File: src/rtl/tdc_thermo_decoder.sv
`default_nettype none
// ============================================================================
// Module  : tdc_thermo_decoder
// Brief   : Pipelined stop-column decoder for a tapped-delay-line TDC. Takes
//           one sampled FF column per clock and returns the bin of the
//           selected level transition, together with no-edge and bubble
//           (multiple-edge) flags.
// Revision: 1.0 - initial pipelined release
// ----------------------------------------------------------------------------
// Parameters
//   NUM_FF    : taps in the sampled column
//   BITS_DECO : bin output width (2**BITS_DECO must exceed NUM_FF-GUARD)
//   WIN       : consecutive post-edge taps that must equal the new level (1..8)
//   GUARD     : top taps excluded as an edge start (must be >= WIN)
//   EDGE_POL  : 1 = find 0->1 transition, 0 = find 1->0 transition
// Ports
//   wClk         in   clock, rising edge
//   wRst         in   asynchronous active-high reset
//   wSampleValid in   wDecoIn carries a valid column this cycle
//   wDecoIn      in   sampled column, bit 0 = first tap
//   wDecoOut     out  decoded bin (i+1 of highest match), 0 if none
//   wDecoValid   out  one-cycle strobe qualifying wDecoOut and the flags
//   wDecoNoEdge  out  no match in the scan range
//   wDecoMulti   out  more than one match in the scan range (bubble)
// Optional feature (macro TDC_DECO_STATS_EN)
//   wStatClr     in   synchronous clear of both counters (wins over increment)
//   wStatNoEdge  out  saturating count of valid no-edge results
//   wStatMulti   out  saturating count of valid multi-edge results
// Pipeline: S1 input register, S2 match vector, S3 encoder/flags -> outputs.
// Latency 3 clocks, throughput 1 sample per clock, no backpressure.
// ============================================================================
module tdc_thermo_decoder #(
   parameter int NUM_FF    = 192,
   parameter int BITS_DECO = 8,
   parameter int WIN       = 4,
   parameter int GUARD     = 20,
   parameter int EDGE_POL  = 1
) (
   input  logic                 wClk,
   input  logic                 wRst,
   input  logic                 wSampleValid,
   input  logic [NUM_FF-1:0]    wDecoIn,
   output logic [BITS_DECO-1:0] wDecoOut,
   output logic                 wDecoValid,
   output logic                 wDecoNoEdge,
   output logic                 wDecoMulti
`ifdef TDC_DECO_STATS_EN
   ,
   input  logic                 wStatClr,
   output logic [15:0]          wStatNoEdge,
   output logic [15:0]          wStatMulti
`endif
);

   // Number of candidate edge positions i = 0 .. c_scan-1
   localparam int c_scan = NUM_FF - GUARD;
   // Highest tap a candidate can reference is c_scan-1+WIN; taps above are
   // never looked at, so they are not carried through the pipeline.
   localparam int c_used = ((c_scan + WIN) < NUM_FF) ? (c_scan + WIN) : NUM_FF;
   localparam logic c_pol = (EDGE_POL != 0);

   // ------------------------------------------------------------------------
   // Elaboration-time configuration checks
   // ------------------------------------------------------------------------
   if ((2 ** BITS_DECO) <= c_scan) begin : g_chk_width
      $error("tdc_thermo_decoder: BITS_DECO too small for NUM_FF-GUARD");
   end
   if (GUARD < WIN) begin : g_chk_guard
      $error("tdc_thermo_decoder: GUARD must be >= WIN");
   end
   if ((WIN < 1) || (WIN > 8)) begin : g_chk_win
      $error("tdc_thermo_decoder: WIN must be in 1..8");
   end

   if (c_used < NUM_FF) begin : g_unused_taps
      logic w_unused_taps;
      assign w_unused_taps = ^wDecoIn[NUM_FF-1:c_used];
   end

   // ------------------------------------------------------------------------
   // S1: input register
   // ------------------------------------------------------------------------
   logic [c_used-1:0] r_s1_data;
   logic              r_s1_vld;

   always_ff @(posedge wClk or posedge wRst) begin
      if (wRst) begin
         r_s1_data <= '0;
         r_s1_vld  <= 1'b0;
      end else begin
         r_s1_data <= wDecoIn[c_used-1:0];
         r_s1_vld  <= wSampleValid;
      end
   end

   // ------------------------------------------------------------------------
   // S2: match vector. m[i] = old level at i, new level on the WIN taps above.
   // ------------------------------------------------------------------------
   logic [c_scan-1:0] w_match;

   for (genvar i = 0; i < c_scan; i++) begin : g_match
      if (i + WIN <= NUM_FF - 1) begin : g_eval
         assign w_match[i] = (r_s1_data[i] == ~c_pol) &&
                             (r_s1_data[i+1 +: WIN] == {WIN{c_pol}});
      end else begin : g_skip
         assign w_match[i] = 1'b0;
      end
   end

   logic [c_scan-1:0] r_s2_match;
   logic              r_s2_vld;

   always_ff @(posedge wClk or posedge wRst) begin
      if (wRst) begin
         r_s2_match <= '0;
         r_s2_vld   <= 1'b0;
      end else begin
         r_s2_match <= w_match;
         r_s2_vld   <= r_s1_vld;
      end
   end

   // ------------------------------------------------------------------------
   // S3: highest-index match wins; a second set bit anywhere marks a bubble.
   // ------------------------------------------------------------------------
   logic [BITS_DECO-1:0] w_bin;
   logic                 w_any;
   logic                 w_multi;

   always_comb begin
      w_bin   = '0;
      w_any   = 1'b0;
      w_multi = 1'b0;
      for (int i = 0; i < c_scan; i++) begin
         if (r_s2_match[i]) begin
            if (w_any) begin
               w_multi = 1'b1;
            end
            w_any = 1'b1;
            w_bin = BITS_DECO'(i + 1);
         end
      end
   end

   // Result registers only load on a valid sample so they hold otherwise.
   always_ff @(posedge wClk or posedge wRst) begin
      if (wRst) begin
         wDecoOut    <= '0;
         wDecoValid  <= 1'b0;
         wDecoNoEdge <= 1'b0;
         wDecoMulti  <= 1'b0;
      end else begin
         wDecoValid <= r_s2_vld;
         if (r_s2_vld) begin
            wDecoOut    <= w_bin;
            wDecoNoEdge <= ~w_any;
            wDecoMulti  <= w_multi;
         end
      end
   end

`ifdef TDC_DECO_STATS_EN
   // ------------------------------------------------------------------------
   // Saturating event counters, fed from the registered result strobe.
   // ------------------------------------------------------------------------
   logic [15:0] r_stat_noedge;
   logic [15:0] r_stat_multi;

   always_ff @(posedge wClk or posedge wRst) begin
      if (wRst) begin
         r_stat_noedge <= '0;
         r_stat_multi  <= '0;
      end else if (wStatClr) begin
         r_stat_noedge <= '0;
         r_stat_multi  <= '0;
      end else begin
         if (wDecoValid && wDecoNoEdge && (r_stat_noedge != 16'hFFFF)) begin
            r_stat_noedge <= r_stat_noedge + 16'd1;
         end
         if (wDecoValid && wDecoMulti && (r_stat_multi != 16'hFFFF)) begin
            r_stat_multi <= r_stat_multi + 16'd1;
         end
      end
   end

   assign wStatNoEdge = r_stat_noedge;
   assign wStatMulti  = r_stat_multi;
`endif

endmodule
`default_nettype wire

File: config.mk
export PLATFORM = sky130hd
export DESIGN_NAME = tdc_thermo_decoder
export DESIGN_NICKNAME = d
export VERILOG_FILES = /design/src/rtl/tdc_thermo_decoder.sv
export SDC_FILE = /design/constraint.sdc
export NUM_CORES = 1
export LEC_CHECK = 0
export CAP_MARGIN = 20
export CORE_MARGIN = 4
export CORE_UTILIZATION = 59
export CTS_CLUSTER_DIAMETER = 50
export DETAILED_ROUTE_END_ITERATION = 8
export PLACE_DENSITY = 0.85
export SETUP_SLACK_MARGIN = 0.1
export SYNTH_ARGS = -nofsm -noshare
export SYNTH_HDL_FRONTEND = slang
export SYNTH_SLANG_ARGS = --single-unit
File: constraint.sdc
create_clock -name wClk -period 35 [get_ports wClk]
set_input_delay 7 -clock wClk [delete_from_list [all_inputs] [get_ports wClk]]
set_output_delay 7 -clock wClk [all_outputs]
set_load 0.01 [all_outputs]
-- After elaboration in Yosys (flattened, before gate mapping)
Index checks and enable logic that the tools add are counted.
- equality and inequality tests: 172
- muxes and demuxes: 686
- bitwise logic cells: 173
- reductions and logical operators: 172
- operators by type and width (operator ; number):
    two-way mux 8 bit ; 171
    equality test 4 bit (second input constant) ; 172
    two-way mux 1 bit ; 515
    NOT 1 bit ; 173
    logical AND 1 bit ; 172
- flip-flop bits (word level): 361
- bits of input ports: 195
- output and inout port bits: 11
- logic and storage cells: 1211

-- Logic depth before layout (Yosys ltp)
Gate-level depths: netlist (run 1).
- depth in word-level cells: 343
- gate-level depth with buffers: 12
- depth with buffers taken out: 9

-- Worst setup path before layout (run 1)
OpenSTA, ideal clock, no wires.
- kind: register to output
- start point: reg wDecoOut[3]
- end point: out wDecoOut[3]
- data arrival time: 385 ps
- data required time: 28000 ps
- path slack: 27615 ps
- stages on the path, launching flop included: 1
- path buffers: 0
- cells stage by stage: dfrtp_1
- RTL lines (element ; line ; text):
    start: declaration ; 43 ; output logic [BITS_DECO-1:0] wDecoOut,
    start signal: assignment ; 155 ; wDecoOut <= w_bin;
No word-level cell between the ends.

-- Final worst setup path (run 1)
- start point: reg wDecoMulti
- end point: out wDecoMulti
- RTL lines (element ; line ; text):
    start: declaration ; 46 ; output logic wDecoMulti
    start signal: assignment ; 157 ; wDecoMulti <= w_multi;
No word-level cell between the ends.

==> out/qor.yml, run 1 <==
reg2reg_to: "wDecoMulti"
critPathRequiredTime_ps: 28000
hpwl_microns: 33100
r2r_slack_ps: 30040
clockPowerShare_pct: 42.4
grt_pass1_wl_microns: 72100
p_sw_mw: 0.238
dr.pass1.iters: 6
pre_cts_slack_ps: 25950
synthMuxAreaShare_pct: 0
grt_max_degree: 163
setup_tns_ps: 0
power_density_mw_per_mm2: 52.3
skew_ps: 16.6
cts-htree-levels: 2
synth_top_family_by_area: "simple AND/OR/NAND/NOR gates"
finalPower_mw: 0.970
ys.flop_type: "dfrtp_1"
drc_errors: 0
cts_sinks: 361
layout_commonest_cell: "dfrtp_1"
cts_hold_buf: 0
worst_slack_ps: 26510
synth_fa_ha_area_share_pct: 0.134
wl_per_cell_microns: 22.9
grt-ovfl-total: 0
maxSlewViolCount: 0
cap_violations: 0
ctsResizeCount: 0
drt_iter0_drc: 1644
async_flop_share_pct: 100
die_w_microns: 167
drive_above_1_share_pct: 5.90
viasPerCell: 6.50
cp_num_buf_inv: 1
hold_ws_ps: 379
hold_viol: 0
yosysSeqAreaShare_pct: 60.3
syn-num-nets: 1636
most-common-layout-cells: "dfrtp_1, nand2_1, clkdlybuf4s50_1"
placed_area_sq_mm: 0.0172
finalCritPeriodShare_pct: 24.3
fp.coreArea_sq_mm: 0.0251
yosys-top-cells-area: "dfrtp_1, nor3_1, nand2_1"
ff_latch_area_sq_mm: 0.00903
worstHoldEndpoint: "r_s2_vld"
netlist_area_sq_mm: 0.0150
cp-start-kind: "flop"
start_util_pct: 59.7
rsz0062_at_grt: "no"
syn-mean-instance-area_sq_um: 10.4
n_fill_cell: 1631
grt_pass1_vias: 13100
die-area_sq_mm: 0.0280
fmax_mhz: 118
worstHoldStart: "r_s1_vld"
yosysWarningCount: 0
postLayoutCoreUtil_pct: 73.8
vias: 13100
root_buffer: "clkbuf_16"
routabilityCongestion: 0.966
slowest_stage: "clkdlybuf4s50_1"
synth_edf_count: 0
slew_headroom_pct: 33.2
portBuffers: 189
synth_compound_area_share_pct: 12.7
multi_input_area_sq_mm: 0.00566
seqPwrFrac_pct: 46.6
placed_cells: 1941
cp_cell_sequence: "clkdlybuf4s50_1"
clkTransAtPathRegs_ps: 60
antenna_cells: 0
crit_arrival_ps: 1490
p_leak_nw: 8.01
ys_ff_latch: 361
wl_microns: 46000
area_growth_pct: 23.7
p_int_mw: 0.732
syn_inst: 1441
clk_path_buf_depth: 3
peakVddDrop_uv: 57.5
cp-end-kind: "output pin"
p_sw_share_pct: 24.5
antenna_left: 0
timing.critical_path.max_delay_family: "buffers and inverters"
cp_max_fo: 2
setup_violations: 0
track_usage_pct: 32.3
hold_class: "reg2reg"
cts_setup_buffers: 0
synth.largest_area_cell: "dfrtp_1"
path_class: "reg2out"
cts_tree: "done"
fin_area_sq_mm: 0.0185
critical_path.startpoint: "wDecoMulti"
yosysTopAreaCellShare_pct: 60.3
cp_slowest_stage_delay_ps: 560
whs_path_depth: 0
final_cells: 2008
rows: 58
layout.nets: 1846
worst_slew_pin_slew_ps: 993
synth-xor-area-share_pct: 0
die_y_microns: 167
pin_count: 206
numCtsBuffers: 38
reg2reg_from: "r_s2_match[15]"
clkLatencyLatePin_ps: 520
antenna_found_initial: 0
finalCriticalPeriod_ps: 8490
status: "completed"
ys_types: 69
synth-simple-area-share_pct: 24.9
comb_power_share_pct: 11.0
r2r_cells: 10
-- synthesized netlist by cell type (all sizes together) (12+ instances only) --
| library cell | instances |
|---|---|
| nand2 | 192 |
| nor4 | 81 |
| nor2 | 109 |
| nand4 | 29 |
| dfrtp | 361 |
| a31oi | 12 |
| nor3 | 188 |
| nand3 | 35 |
| a211oi | 12 |
| a21oi | 63 |
| nor3b | 30 |
| o21ai | 54 |
| inv | 42 |
| clkbuf | 21 |
| o31ai | 15 |
| or4 | 19 |
| o22ai | 20 |
-- worst reg2reg max path, cell delays in order, from the launching register on --
cell      delay (ps)
dfrtp_1          460
nor4_1           870
nand4_1          590
nor4_4           860
buf_4            370
nand2_1          300
o21ai_0          460
o2111a_1         370
nand4_1          180
nor4_1           260
a31oi_1          120
-- sequential cells by signal, summed over array words and instances, names as in the netlist --
name and count:
r_s1_vld 1, wDecoValid 1, wDecoMulti 1, r_s2_match 172
r_s1_data 176, wDecoOut 8, wDecoNoEdge 1, r_s2_vld 1
-- worst max path at each step --
stage	end	slack (ps)	depth (start not counted)
6_report	wDecoMulti	26510	1
4_1_cts	r_s2_match[167]	26480	3
5_1_grt	r_s2_match[167]	26220	3
3_5_place_dp	r_s2_match[2]	25950	3
2_1_floorplan	r_s1_data[0]	17980	1
3_3_place_gp	r_s2_match[0]	26030	3
-- per-layer routing --
layer | GRT usage (%) | up-vias | part of all wire [%]
met5 | 0 | - | 0
met4 | 8.54 | 0 | 2.3
li1 | - | 5807 | -
met1 | 44.7 | 6474 | 41
met3 | 5.31 | 95 | 7.3
met2 | 54.0 | 678 | 49
-- power groups by stage --
stage               logic (mW)  registers [mW]  clock network [mW]
finish                   0.106           0.452               0.411
CTS                      0.105           0.452               0.417
global placement         0.102           0.458                   0
global route             0.115           0.454               0.436
detailed placement       0.104           0.458                   0
floorplan               0.0574           0.453                   0
-- area by class of cell --
class	instances	area share [%]
clock inverters	16	0.986
flip-flops and latches	361	48.7
clock buffers	51	6.12
multi-input cells	1013	30.5
inverters	42	0.891
well taps	330	2.23
repair buffers	195	10.5
-- logic make-up (layout without fill, tap and decap cells) --
logic type | count (synthesis) | in the layout
compound gates | 282 | 282
fa+ha+maj | 2 | 2
buf+inv | 67 | 304
flops | 361 | 361
simple gates | 729 | 729
Power figures use the tool's default switching activity.
==> inputs of run 2 (changes only) <==
--- a/config.mk
+++ b/config.mk
@@ -7,10 +7,10 @@
 export LEC_CHECK = 0
 export CAP_MARGIN = 20
 export CORE_MARGIN = 4
-export CORE_UTILIZATION = 59
+export CORE_UTILIZATION = 55
 export CTS_CLUSTER_DIAMETER = 50
 export DETAILED_ROUTE_END_ITERATION = 8
-export PLACE_DENSITY = 0.85
+export PLACE_DENSITY = 0.8
 export SETUP_SLACK_MARGIN = 0.1
 export SYNTH_ARGS = -nofsm -noshare
 export SYNTH_HDL_FRONTEND = slang
==> constraint.sdc (replaced) <==
create_clock -name wClk -period 8.65 [get_ports wClk]
set_input_delay 1.73 -clock wClk [delete_from_list [all_inputs] [get_ports wClk]]
set_output_delay 1.73 -clock wClk [all_outputs]
set_load 0.01 [all_outputs]
==> out/qor.yml, run 2 (same netlist as run 1, synthesis figures left out) <==
multi_input_area_sq_mm: 0.00566
rows: 60
hpwl_microns: 31700
hold_viol: 0
cp-start-kind: "flop"
grt_pass1_vias: 12700
cap_violations: 0
most-common-layout-cells: "dfrtp_1, nand2_1, clkdlybuf4s50_1"
cp.depth: 9
routabilityCongestion: 0.941
rsz0062_at_grt: "no"
r2r_cells: 9
drc_errors: 0
reg.largest.list: "r_s1_data (176), r_s2_match (172), wDecoOut (8)"
track_usage_pct: 28.8
finalCriticalPeriod_ps: 4360
n_fill_cell: 1966
grt-ovfl-total: 0
hold_class: "reg2reg"
power_density_mw_per_mm2: 213
vias: 12600
pin_count: 206
cts_sinks: 361
status: "completed"
cts_tree: "done"
skew_ps: 11.0
numCtsBuffers: 38
area_growth_pct: 24.4
clk_path_buf_depth: 3
largest_reg_flops: 176
fp.coreArea_sq_mm: 0.0269
cts_setup_buffers: 0
worst_slew_pin_slew_ps: 914
cp_num_buf_inv: 0
cp-end-kind: "flop"
drt_iter0_drc: 1276
drive_above_1_share_pct: 5.93
crit_top_cell: "nor4_1"
grt_max_degree: 139
die_w_microns: 173
critPathRequiredTime_ps: 9050
worst_slack_ps: 4290
ctsResizeCount: 0
cp_max_fo: 11
path_class: "reg2reg"
crit_arrival_ps: 4750
maxSlewViolCount: 0
top_register: "r_s1_data"
clkTransAtPathRegs_ps: 60
cts_hold_buf: 0
dr.pass1.iters: 5
die-area_sq_mm: 0.0299
antenna_cells: 0
layout_commonest_cell: "dfrtp_1"
fmax_mhz: 230
antenna_found_initial: 1
viasPerCell: 6.23
peakVddDrop_uv: 181
whs_path_depth: 0
wl_per_cell_microns: 21.4
portBuffers: 189
cts-htree-levels: 2
setup_violations: 0
cp_cell_sequence: "nor4_1 -> nand4_1 -> nor3_1 -> nand2_1 -> a222oi_1 -> o2111ai_1 -> nor4_1 -> and4_1 -> a31oi_1"
finalPower_mw: 3.96
slowest_stage: "a222oi_1"
slew_headroom_pct: 37.5
start_util_pct: 55.7
cp_slowest_stage_delay_ps: 740
pre_cts_slack_ps: 4430
ff_latch_area_sq_mm: 0.00903
clkLatencyLatePin_ps: 520
setup_tns_ps: 0
grt_pass1_wl_microns: 70000
root_buffer: "clkbuf_16"
antenna_left: 0
die_y_microns: 173
layout.nets: 1850
postLayoutCoreUtil_pct: 69.3
p_leak_nw: 8.03
finalCritPeriodShare_pct: 50.3
wl_microns: 43400
timing.critical_path.max_delay_family: "simple AND/OR/NAND/NOR gates"
## run 2: final cells by class
type | instances | area share [%]
Clock buffer | 58 | 6.33
Clock inverter | 12 | 0.967
Timing Repair Buffer | 199 | 10.7
Sequential cell | 361 | 48.5
Tap cell | 341 | 2.29
Inverter | 42 | 0.866
Multi-Input combinational cell | 1013 | 30.4
## run 2: per-stage QoR
stage                     hold WS [ps]  area (sq um)  cells
after floorplan                    331         15000   1441
after global placement             360         17200   1954
after detailed placement           369         17200   1955
after CTS                          381         18600   2025
after global routing               392         18600   2026
final                              380         18600   2026
## run 2: path summary, 6_finish.rpt
kind                          startpoint  slack [ps]              to
max                        r_s2_match[8]        4290      wDecoMulti
min                             r_s1_vld         380        r_s2_vld
max reg2reg                r_s2_match[8]        4290      wDecoMulti
min reg2reg                     r_s1_vld         380        r_s2_vld
max in group asynchronous           wRst        5780   r_s2_match[3]
min in group asynchronous           wRst        1580  r_s2_match[52]
## run 2: power by group
part | switching [mW] | internal, mW | leakage, nW | total, mW
combinational | 0.229 | 0.194 | 2.79 | 0.423
clock | 0.643 | 1.07 | 0.655 | 1.71
sequential | 0.0747 | 1.75 | 4.58 | 1.83
total | 0.947 | 3.01 | 8.03 | 3.96
## run 2: metal layers
| layer | GRT usage [%] | vias to the layer above | part of all wire, % |
|---|---|---|---|
| met4 | 7.35 | 2 | 2.4 |
| met1 | 40.6 | 6190 | 43 |
| met5 | 0 | - | 0.030 |
| met2 | 46.5 | 515 | 47 |
| met3 | 6.17 | 93 | 7.6 |
| li1 | - | 5825 | - |
==> inputs of run 3 (changes only) <==
==> constraint.sdc (replaced) <==
create_clock -name wClk -period 4.05 [get_ports wClk]
set_input_delay 0.81 -clock wClk [delete_from_list [all_inputs] [get_ports wClk]]
set_output_delay 0.81 -clock wClk [all_outputs]
set_load 0.01 [all_outputs]
==> out/qor.yml, run 3 (same netlist as run 1, synthesis figures left out) <==
area_growth_pct: 28.0
peakVddDrop_uv: 494
die-area_sq_mm: 0.0299
cts_sinks: 361
slowest_stage: "or4_4"
rows: 60
finalCritPeriodShare_pct: 93.3
viasPerCell: 6.28
most-common-layout-cells: "dfrtp_1, nand2_1, clkdlybuf4s50_1"
cts-htree-levels: 2
reg.largest.list: "r_s1_data (176), r_s2_match (172), wDecoOut (8)"
grt-ovfl-total: 0
worst_slew_pin_slew_ps: 908
reg2reg_from: "r_s2_match[32]"
path_class: "reg2reg"
wl_microns: 46900
reg2reg_to: "wDecoMulti"
cp_cell_sequence: "or4_4 -> or4_4 -> nor4_4 -> buf_12 -> nand4_1 -> o22ai_1 -> o21ai_0 -> nor4_1 -> and4_1 -> a31oi_1"
setup_violations: 0
slew_headroom_pct: 37.9
finalCriticalPeriod_ps: 3780
maxSlewViolCount: 0
seqPwrFrac_pct: 45.9
cp_slowest_stage_delay_ps: 600
root_buffer: "clkbuf_16"
layout.nets: 1920
largest_reg_flops: 176
numCtsBuffers: 38
vias: 13100
grt_pass1_wl_microns: 74400
drive_above_1_share_pct: 9.53
p_sw_mw: 2.06
cp_num_buf_inv: 1
whs_path_depth: 0
cap_violations: 0
cts_tree: "done"
crit_arrival_ps: 4160
dr.pass1.iters: 5
drc_errors: 0
hold_class: "reg2reg"
routabilityCongestion: 0.958
status: "completed"
layout_commonest_cell: "dfrtp_1"
finalPower_mw: 8.50
cp-end-kind: "flop"
r2r_cells: 10
skew_ps: 13.2
cts_setup_buffers: 0
worstHoldStart: "r_s1_vld"
fmax_mhz: 265
die_w_microns: 173
clkTransAtPathRegs_ps: 60
fp.coreArea_sq_mm: 0.0269
rsz0062_at_grt: "no"
start_util_pct: 55.7
wl_per_cell_microns: 22.4
r2r_slack_ps: 270
grt_pass1_vias: 13200
setup_tns_ps: 0
drt_iter0_drc: 1449
hold_viol: 0
grt_max_degree: 67
pin_count: 206
die_y_microns: 173
clockPowerShare_pct: 42.3
p_int_mw: 6.44
worstHoldEndpoint: "r_s2_vld"
clkLatencyLatePin_ps: 520
comb_power_share_pct: 11.8
crit_top_cell: "or4_4"
cp-start-kind: "flop"
hpwl_microns: 34200
portBuffers: 189
antenna_cells: 0
antenna_found_initial: 1
top_register: "r_s1_data"
antenna_left: 0
clk_path_buf_depth: 3
p_sw_share_pct: 24.3
power_density_mw_per_mm2: 443
cp_max_fo: 22
timing.critical_path.max_delay_family: "simple AND/OR/NAND/NOR gates"
track_usage_pct: 31.0
p_leak_nw: 8.39
critPathRequiredTime_ps: 4440
[run 3: per-stage QoR]
stage / hold slack, ps / instances / area [sq um] / worst slack [ps] / utilization [%]
4_1_cts: 352 / 2094 / 19200 / 387 / 71.3
6_report: 350 / 2094 / 19200 / 273 / 71.3
3_3_place_gp: 340 / 2026 / 17800 / 420 / 66.4
2_1_floorplan: 331 / 1441 / 15000 / -1600 / -
3_5_place_dp: 340 / 2026 / 17800 / 402 / 66.4
5_1_grt: 368 / 2094 / 19200 / 153 / 71.3
[run 3: power groups by stage]
stage,combinational (mW),sequential [mW],clock [mW]
4_1_cts,0.999,3.90,3.65
6_report,1.00,3.90,3.60
3_3_place_gp,0.971,3.95,0
2_1_floorplan,0.497,3.92,0
3_5_place_dp,0.983,3.96,0
5_1_grt,1.09,3.92,3.81
[run 3: worst max path at each step]
stage	cells past startpoint	endpoint	from
final	10	wDecoMulti	r_s2_match[32]
after global routing	10	wDecoMulti	r_s2_match[32]
after CTS	11	wDecoMulti	r_s2_match[32]
after detailed placement	11	wDecoMulti	r_s2_match[32]
after global placement	11	wDecoMulti	r_s2_match[32]
after floorplan	1	r_s1_data[0]	wRst
[run 3: area by class of cell]
cell class	instances	area [sq um]
sequential	361	9030
fill	1856	7700
multi-input combinational	1013	5660
timing repair buffer	269	2570
clock buffer	57	1150
tap	341	427
clock inverter	11	178
inverter	42	161
[run 3: routing by layer]
| metal | up-vias | wire, microns | GRT usage, % | part of all wire [%] |
|---|---|---|---|---|
| met2 | 624 | 22900 | 52.7 | 49 |
| met1 | 6455 | 19600 | 42.4 | 42 |
| li1 | 5961 | - | - | - |
| met4 | 0 | 1120 | 7.48 | 2.4 |
| met3 | 100 | 3260 | 4.92 | 7.0 |
| met5 | - | 0 | 0 | 0 |
[run 3: repair_timing]
action / in CTS / in global routing
endpoints found under the hold margin: 0 / 0
hold buffers: 0 / 0
endpoints found under the setup margin: 0 / 1
gates resized for setup: 0 / 1
